--- src/rtl/mux_recirc_tx_sched.sv ---
`default_nettype none
// ============================================================================
// Module   : mux_recirc_tx_sched
// Brief    : Round-robin source-side scheduler for a shared mux-recirculation
//            CDC channel; stretches EN and holds A quiet after each transfer.
// Revision : 1.0
// ============================================================================
module mux_recirc_tx_sched #(
    parameter int NREQ        = 4,
    parameter int DW          = 2,
    parameter int EN_CYCLES   = 2,
    parameter int HOLD_CYCLES = 4
) (
    input  logic                 c1,
    input  logic                 rst,
    input  logic [NREQ-1:0]      req,
    input  logic [NREQ*DW-1:0]   req_data,
    output logic [NREQ-1:0]      gnt,
    output logic [DW-1:0]        A,
    output logic                 EN,
    output logic                 busy
);

    localparam int c_max_cnt = (EN_CYCLES > HOLD_CYCLES) ? EN_CYCLES : HOLD_CYCLES;
    localparam int c_cnt_w   = $clog2(c_max_cnt + 1);
    localparam int c_ptr_w   = $clog2(NREQ);

    localparam logic [c_cnt_w-1:0] c_en_load   = c_cnt_w'(EN_CYCLES - 1);
    localparam logic [c_cnt_w-1:0] c_hold_load = c_cnt_w'(HOLD_CYCLES - 1);
    localparam logic [c_ptr_w-1:0] c_last_rst  = c_ptr_w'(NREQ - 1);

    generate
        if (NREQ < 2) begin : g_chk_nreq
            $error("mux_recirc_tx_sched: NREQ must be >= 2");
        end
        if (EN_CYCLES < 1) begin : g_chk_en
            $error("mux_recirc_tx_sched: EN_CYCLES must be >= 1");
        end
        if (HOLD_CYCLES < 1) begin : g_chk_hold
            $error("mux_recirc_tx_sched: HOLD_CYCLES must be >= 1");
        end
    endgenerate

    typedef enum logic [1:0] {
        S_IDLE = 2'd0,
        S_SEND = 2'd1,
        S_HOLD = 2'd2
    } state_t;

    state_t               r_state;
    logic [c_cnt_w-1:0]   r_cnt;
    logic [c_ptr_w-1:0]   r_last;
    logic [NREQ-1:0]      r_gnt;
    logic [DW-1:0]        r_a;
    logic                 r_en;
    logic                 r_busy;

    logic                 w_found;
    logic [c_ptr_w-1:0]   w_sel;

    // Search starts just past the last winner so it drops to lowest priority.
    always_comb begin
        w_found = 1'b0;
        w_sel   = '0;
        for (int i = 1; i <= NREQ; i++) begin
            if (!w_found && req[(int'(r_last) + i) % NREQ]) begin
                w_found = 1'b1;
                w_sel   = c_ptr_w'((int'(r_last) + i) % NREQ);
            end
        end
    end

    always_ff @(posedge c1 or posedge rst) begin
        if (rst) begin
            r_state <= S_IDLE;
            r_cnt   <= '0;
            r_last  <= c_last_rst;
            r_gnt   <= '0;
            r_a     <= '0;
            r_en    <= 1'b0;
            r_busy  <= 1'b0;
        end else begin
            r_gnt <= '0;
            case (r_state)
                S_IDLE: begin
                    if (w_found) begin
                        r_a     <= req_data[int'(w_sel)*DW +: DW];
                        r_en    <= 1'b1;
                        r_gnt   <= NREQ'(1) << w_sel;
                        r_last  <= w_sel;
                        r_cnt   <= c_en_load;
                        r_state <= S_SEND;
                        r_busy  <= 1'b1;
                    end
                end
                S_SEND: begin
                    if (r_cnt == '0) begin
                        r_en    <= 1'b0;
                        r_cnt   <= c_hold_load;
                        r_state <= S_HOLD;
                    end else begin
                        r_cnt <= r_cnt - c_cnt_w'(1);
                    end
                end
                S_HOLD: begin
                    // A stays put here so the destination samples settled data.
                    if (r_cnt == '0) begin
                        r_state <= S_IDLE;
                        r_busy  <= 1'b0;
                    end else begin
                        r_cnt <= r_cnt - c_cnt_w'(1);
                    end
                end
                default: begin
                    r_state <= S_IDLE;
                    r_en    <= 1'b0;
                    r_busy  <= 1'b0;
                    r_cnt   <= '0;
                end
            endcase
        end
    end

    assign gnt  = r_gnt;
    assign A    = r_a;
    assign EN   = r_en;
    assign busy = r_busy;

endmodule
`default_nettype wire

--- config.mk ---
export PLATFORM = sky130hd
export DESIGN_NAME = mux_recirc_tx_sched
export DESIGN_NICKNAME = d
export VERILOG_FILES = /design/src/rtl/mux_recirc_tx_sched.sv
export SDC_FILE = /design/constraint.sdc
export NUM_CORES = 1
export LEC_CHECK = 0
export CORE_MARGIN = 2
export CORE_UTILIZATION = 35
export DETAILED_ROUTE_END_ITERATION = 12
export GPL_ROUTABILITY_DRIVEN = 0
export PLACE_DENSITY = 0.59
export SLEW_MARGIN = 40
export SYNTH_ARGS = -nofsm -noshare
export SYNTH_HDL_FRONTEND = slang
export SYNTH_SLANG_ARGS = --single-unit
export TNS_END_PERCENT = 30
--- constraint.sdc ---
create_clock -name c1 -period 2.01 [get_ports c1]
set_input_delay 0.603 -clock c1 [delete_from_list [all_inputs] [get_ports c1]]
set_output_delay 0.603 -clock c1 [all_outputs]
set_load 0.02 [all_outputs]
==> results.cfg, run 1 <==
[logic_synthesis]
synthFlopType = dfrtp_1
yosysTopAreaCell = dfrtp_1
post-synth-top-count-cell = nor2_1
synth_fp_nets = 110
synth_seq_area_share = 0.4409
synth_area_leaders = dfrtp_1 38%, dfstp_2 6.1%, nor2_1 6.1%
synthTopCellsByCount = 14 x nor2_1, 13 x dfrtp_1, 9 x inv_1
synth.top_cell.area_share = 0.3796
synthCells = 94
synthArstFlopShare = 1.000
synth-edff-count = 0
avgSynthCellArea_um2 = 9.118
syn-cell-area_um2 = 857.1
ys_seq_elements = 15
ys_warn_count = 0
synth_cell_types = 31

[floorplanning]
core_mm2 = 0.002255
initial_core_util = 0.3801
rows = 17
pin_count = 22
die_area_mm2 = 0.002861
die_h_um = 53.49
chipWidth_um = 53.49

[clock_tree]
postCtsSetupBuffers = 0
cts_buffer_depth = 2
cts_buffers = 3
clk_pin_slew_ps = 90
cts_tree = yes
clock-root-buffer = clkbuf_4
numClockSinks = 15
htree_levels = 1
clkLatencyLatePin_ps = 280

[sta]
timing.fmax_ghz = 0.5344
hold_viol = 0
drv_slew = 0
setup_viol = 0
setup_slack_ps = 138.8
period_share = 0.9309
rsz0062_at_grt = false
finalCriticalPeriod_ps = 1871
worst_pin_slew_ps = 570.7
max-slew-margin-rel = 0.6191
finalClockSkew_ps = 2.265

[layout]
nNetsFinal = 146
design_area_mm2 = 0.001217
fillCellCount = 231
drive_gt1_frac = 0.2093
antenna_cells = 0
fin_util = 0.5400
area_growth_syn_to_layout_pct = 42.04

[critical_path]
cp-endpoint = busy
slowest_stage = clkdlybuf4s50_1
timing.rr.end = A[1]
crit_chain = clkdlybuf4s50_1
cp-startpoint = busy
crit_buf_inv = 1
worst-setup-path-type = register to primary output
cp.required_ps = 1410
cp-end-kind = primary output
r2r_slack_ps = 370
crit_cells = 1
reg2reg_from = r_last[0]
cp_top_family = buffers and inverters
cp-start-kind = register
cp_max_fo = 3
cp_slowest_stage_delay_ps = 610
r2r_cells = 5
crit_arrival_ps = 1270

[grt]
overflow = 0
grt_pass1_vias = 711
grt_pass1_wl_um = 2911
met1_usage = 0.1791
grt_use_met3 = 0.01695
track_usage = 0.1425
grt_max_degree = 16
grt_most_used_layer = met2
antenna_found_initial = 0
use_met2 = 0.2284

[routing]
wl_um = 1725
viasPerCell = 4.688
drcViolationCount = 0
num_vias = 736
drtPass1Iterations = 4
drtIter0Drc = 5
wl_per_cell_um = 10.99
ant_nets = 0

[placement]
post_dp_cell_area_mm2 = 0.001181
hpwlAfterDp_um = 1356
pre_cts_ws_ps = -204.5
io_buffers = 21

[job]
maxCapViolCount = 0

[pwr]
totalPowerFinal_mw = 1.522
leakage_nw = 0.5411
power.density_mw_per_mm2 = 1250
vdd_drop_max_uv = 538.7

[hold_path]
hold_path_class = register to register

[status]
status = completed
## layout by cell type, fill, tap and decap left out, drive strengths merged, types with 4 or more instances in the layout
master         synthesis  final
nor2                  14     14
dfrtp                 13     13
buf                    1     13
nand2                  6      6
clkdlybuf4s50          0     20
inv                    9      9
clkbuf                 2      4
o21ai                 10     10
a211oi                 4      4
## sequential cells by signal, indices dropped and copies added, names as in the netlist
name,count
gnt,4
EN,1
busy,1
A,2
r_last,2
r_state,2
r_cnt,3
## cells by family after synthesis
| kind of cell | count (synthesis) | share of synthesized area |
|---|---|---|
| adder cells (fa/ha/maj) | 2 | 0.02919 |
| AO/OA/AOI/OAI | 23 | 0.1723 |
| AND/OR/NAND/NOR | 37 | 0.2409 |
| buffers and inverters | 12 | 0.06131 |
| XOR/XNOR | 2 | 0.02044 |
| multiplexers | 3 | 0.03504 |
| flip-flops | 15 | 0.4409 |
## worst min-delay path by stage
stage	start	endpoint	slack, ps	cells past startpoint
after floorplan	r_last[0]	r_last[0]	490	2
after global placement	EN	EN	460	1
after detailed placement	EN	EN	470	1
after CTS	EN	EN	500	1
after global routing	EN	EN	520	1
final	EN	EN	490	1
## routing by layer
metal	share of wire	vias up	wire, um
met4	0.016	0	27
met2	0.48	18	830
li1	-	388	-
met5	0	-	0
met1	0.47	328	814
met3	0.031	2	53
## report_power, final
part | leakage (nW) | internal [mW] | switching, mW
clock network | 0.0150 | 0.0769 | 0.0948
logic | 0.346 | 0.410 | 0.388
registers | 0.180 | 0.438 | 0.115
## per-stage QoR
stage | hold WS (ps) | instances | setup TNS [ps]
2_1_floorplan | 488.8 | 94 | 0
3_3_place_gp | 464.0 | 153 | -1180
3_5_place_dp | 473.0 | 153 | -1681
4_1_cts | 495.3 | 157 | 0
5_1_grt | 521.8 | 157 | 0
6_report | 490.5 | 157 | 0
## what timing repair did
action	4_1_cts	5_1_grt
setup endpoints to repair	0	2
gates resized for setup	0	2
hold buffers	0	0
## area by class of cell
type                    count  area [um^2]  share of cell area
well taps                  28        35.03             0.02878
repair buffers             34        310.3              0.2549
multi-input cells          67        434.2              0.3566
inverters                   9        33.78             0.02775
clock buffers               4        26.28             0.02158
flip-flops and latches     15        377.9              0.3104
No activity file was read; power rests on OpenSTA's default activity.
==> inputs of run 2 (changes only) <==
--- a/config.mk
+++ b/config.mk
@@ -5,11 +5,13 @@
 export SDC_FILE = /design/constraint.sdc
 export NUM_CORES = 1
 export LEC_CHECK = 0
+export CAP_MARGIN = 20
 export CORE_MARGIN = 2
 export CORE_UTILIZATION = 35
 export DETAILED_ROUTE_END_ITERATION = 12
+export DONT_BUFFER_PORTS = 1
 export GPL_ROUTABILITY_DRIVEN = 0
-export PLACE_DENSITY = 0.59
+export PLACE_DENSITY = 0.48
 export SLEW_MARGIN = 40
 export SYNTH_ARGS = -nofsm -noshare
 export SYNTH_HDL_FRONTEND = slang
==> run 2 against run 1 <==
  * Clock skew fell by 1.5 ps
  * Critical endpoint is now A[0]
  * Wire length decreased by 5.0%
  * Combinational power decreased by 28%
  * Largest cell class unchanged
  * Non-clock buffer count shrank 31
==> results.cfg, run 2 (synthesized netlist as in run 1, its figures left out) <==
[clock_tree]
postCtsSetupBuffers = 0
clock-root-buffer = clkbuf_4
htree_levels = 1
numClockSinks = 15
cts_buffer_depth = 2
ctsResizeCount = 0
clk_pin_slew_ps = 90
cts_tree = yes
cts_hold_buf = 0
clkLatencyLatePin_ps = 270
cts_buffers = 3

[pwr]
p_seq_frac = 0.445
totalPowerFinal_mw = 1.329
power.density_mw_per_mm2 = 1440
p_sw_mw = 0.5648
swShare = 0.4249
clkPwrFrac = 0.126
intPower_mw = 0.7645
combPwrFrac = 0.429
leakage_nw = 0.4053
vdd_drop_max_uv = 573.5

[hold_path]
hold_path_class = primary input to async pin

[floorplanning]
die_area_mm2 = 0.002861
rows = 17
die_h_um = 53.49
core_mm2 = 0.002255
chipWidth_um = 53.49
pin_count = 22
initial_core_util = 0.3801

[placement]
pre_cts_ws_ps = 220.3
post_dp_cell_area_um2 = 895.9
io_buffers = 0
placed_cells = 122
hpwlAfterDp_um = 1282

[critical_path]
worst-setup-path-type = register to register
cp.required_ps = 2150
crit_arrival_ps = 1900
r2r_slack_ps = 250
cp_max_fo = 4
cp-end-kind = register
cp-start-kind = register

[grt]
track_usage = 0.1398
grt_use_met3 = 0.02825
grt_max_degree = 16
overflow = 0
grt_pass1_vias = 622
grt_most_used_layer = met2
grt_pass1_wl_um = 2849
use_met2 = 0.1955
met1_usage = 0.1923
antenna_found_initial = 0

[layout]
antenna_cells = 0
final_cell_count_no_fill = 126
area_growth_syn_to_layout_pct = 7.737
fin_util = 0.4095
multi_input_area_um2 = 426.7
design_area_um2 = 923.4
nNetsFinal = 115
largest_reg_flops = 4
final-seq-area_um2 = 377.9
layout_commonest_cell = nor2_1
fillCellCount = 236
drive_gt1_frac = 0.1735
layout_common_cells = 14 x nor2_1, 13 x dfrtp_1, 9 x inv_1, 8 x o21ai_0, 5 x nand2_1

[sta]
hold_viol = 0
max-slew-margin-rel = 0.6120
drv_slew = 0
hold_ws_ps = 265.0
timing.fmax_ghz = 0.5673
finalSetupTns_ps = 0
rsz0062_at_grt = false
finalClockSkew_ps = 0.7915
setup_viol = 0
worst_pin_slew_ps = 581.4
setup_slack_ps = 247.4
period_share = 0.8769
finalCriticalPeriod_ps = 1763

[status]
status = completed

[routing]
viasPerCell = 5.079
drtPass1Iterations = 4
wl_um = 1638
drcViolationCount = 0
num_vias = 640
ant_nets = 0
wl_per_cell_um = 13.00
drtIter0Drc = 11

[job]
maxCapViolCount = 0
run 2: cell count changes in the layout (fill, tap and decap cells not counted):
| cell | change |
|---|---|
| buf_4 | -10 |
| clkbuf_1 | -1 |
| o311ai_2 | -1 |
| o311ai_1 | +1 |
| dlymetal6s2s_1 | -1 |
| clkinv_2 | +1 |
| clkdlybuf4s50_1 | -20 |
run 2: final timing paths:
path,from,end,depth (start not counted)
worst max-delay path,r_last[0],A[0],5
worst min-delay path,rst,A[1],1
worst max register to register,r_last[0],A[0],5
worst min register to register,r_last[0],r_last[0],2
max in group asynchronous,rst,r_cnt[2],1
min in group c1,r_last[0],r_last[0],2
run 2: metal layers:
metal,vias to the layer above,share of wire,wire (um)
met5,-,0,0
met4,0,0.016,27
met3,2,0.038,62
met2,17,0.43,706
met1,292,0.51,842
li1,329,-,-
run 2: area by class of cell:
class	instances	share of cell area
clock buffers	3	0.02439
clock inverters	1	0.005420
inverters	9	0.03659
multi-input cells	67	0.4621
flip-flops and latches	15	0.4092
well taps	28	0.03794
repair buffers	3	0.02439
run 2: power by group through the flow:
stage                     combinational [mW]  clock (mW)  sequential [mW]
after detailed placement               0.574           0            0.599
final                                  0.570       0.168            0.591
after global routing                   0.661       0.196            0.611
after floorplan                        0.492           0            0.574
after CTS                              0.578       0.182            0.594
after global placement                 0.570           0            0.598
run 2: critical path: stages (launching register included):
cell and delay (ps):
dfstp_2 560, and2b_4 190, o311ai_1 400, nand2_2 150
a211oi_1 250, a211oi_1 70
==> inputs of run 3 (changes only) <==
--- a/config.mk
+++ b/config.mk
@@ -8,9 +8,9 @@
 export CAP_MARGIN = 20
 export CORE_MARGIN = 2
 export CORE_UTILIZATION = 35
+export CTS_CLUSTER_SIZE = 40
 export DETAILED_ROUTE_END_ITERATION = 12
 export DONT_BUFFER_PORTS = 1
-export GPL_ROUTABILITY_DRIVEN = 0
 export PLACE_DENSITY = 0.48
 export SLEW_MARGIN = 40
 export SYNTH_ARGS = -nofsm -noshare
==> results of run 3 <==
The final DEF is identical to that of run 2; final timing and power are the same.
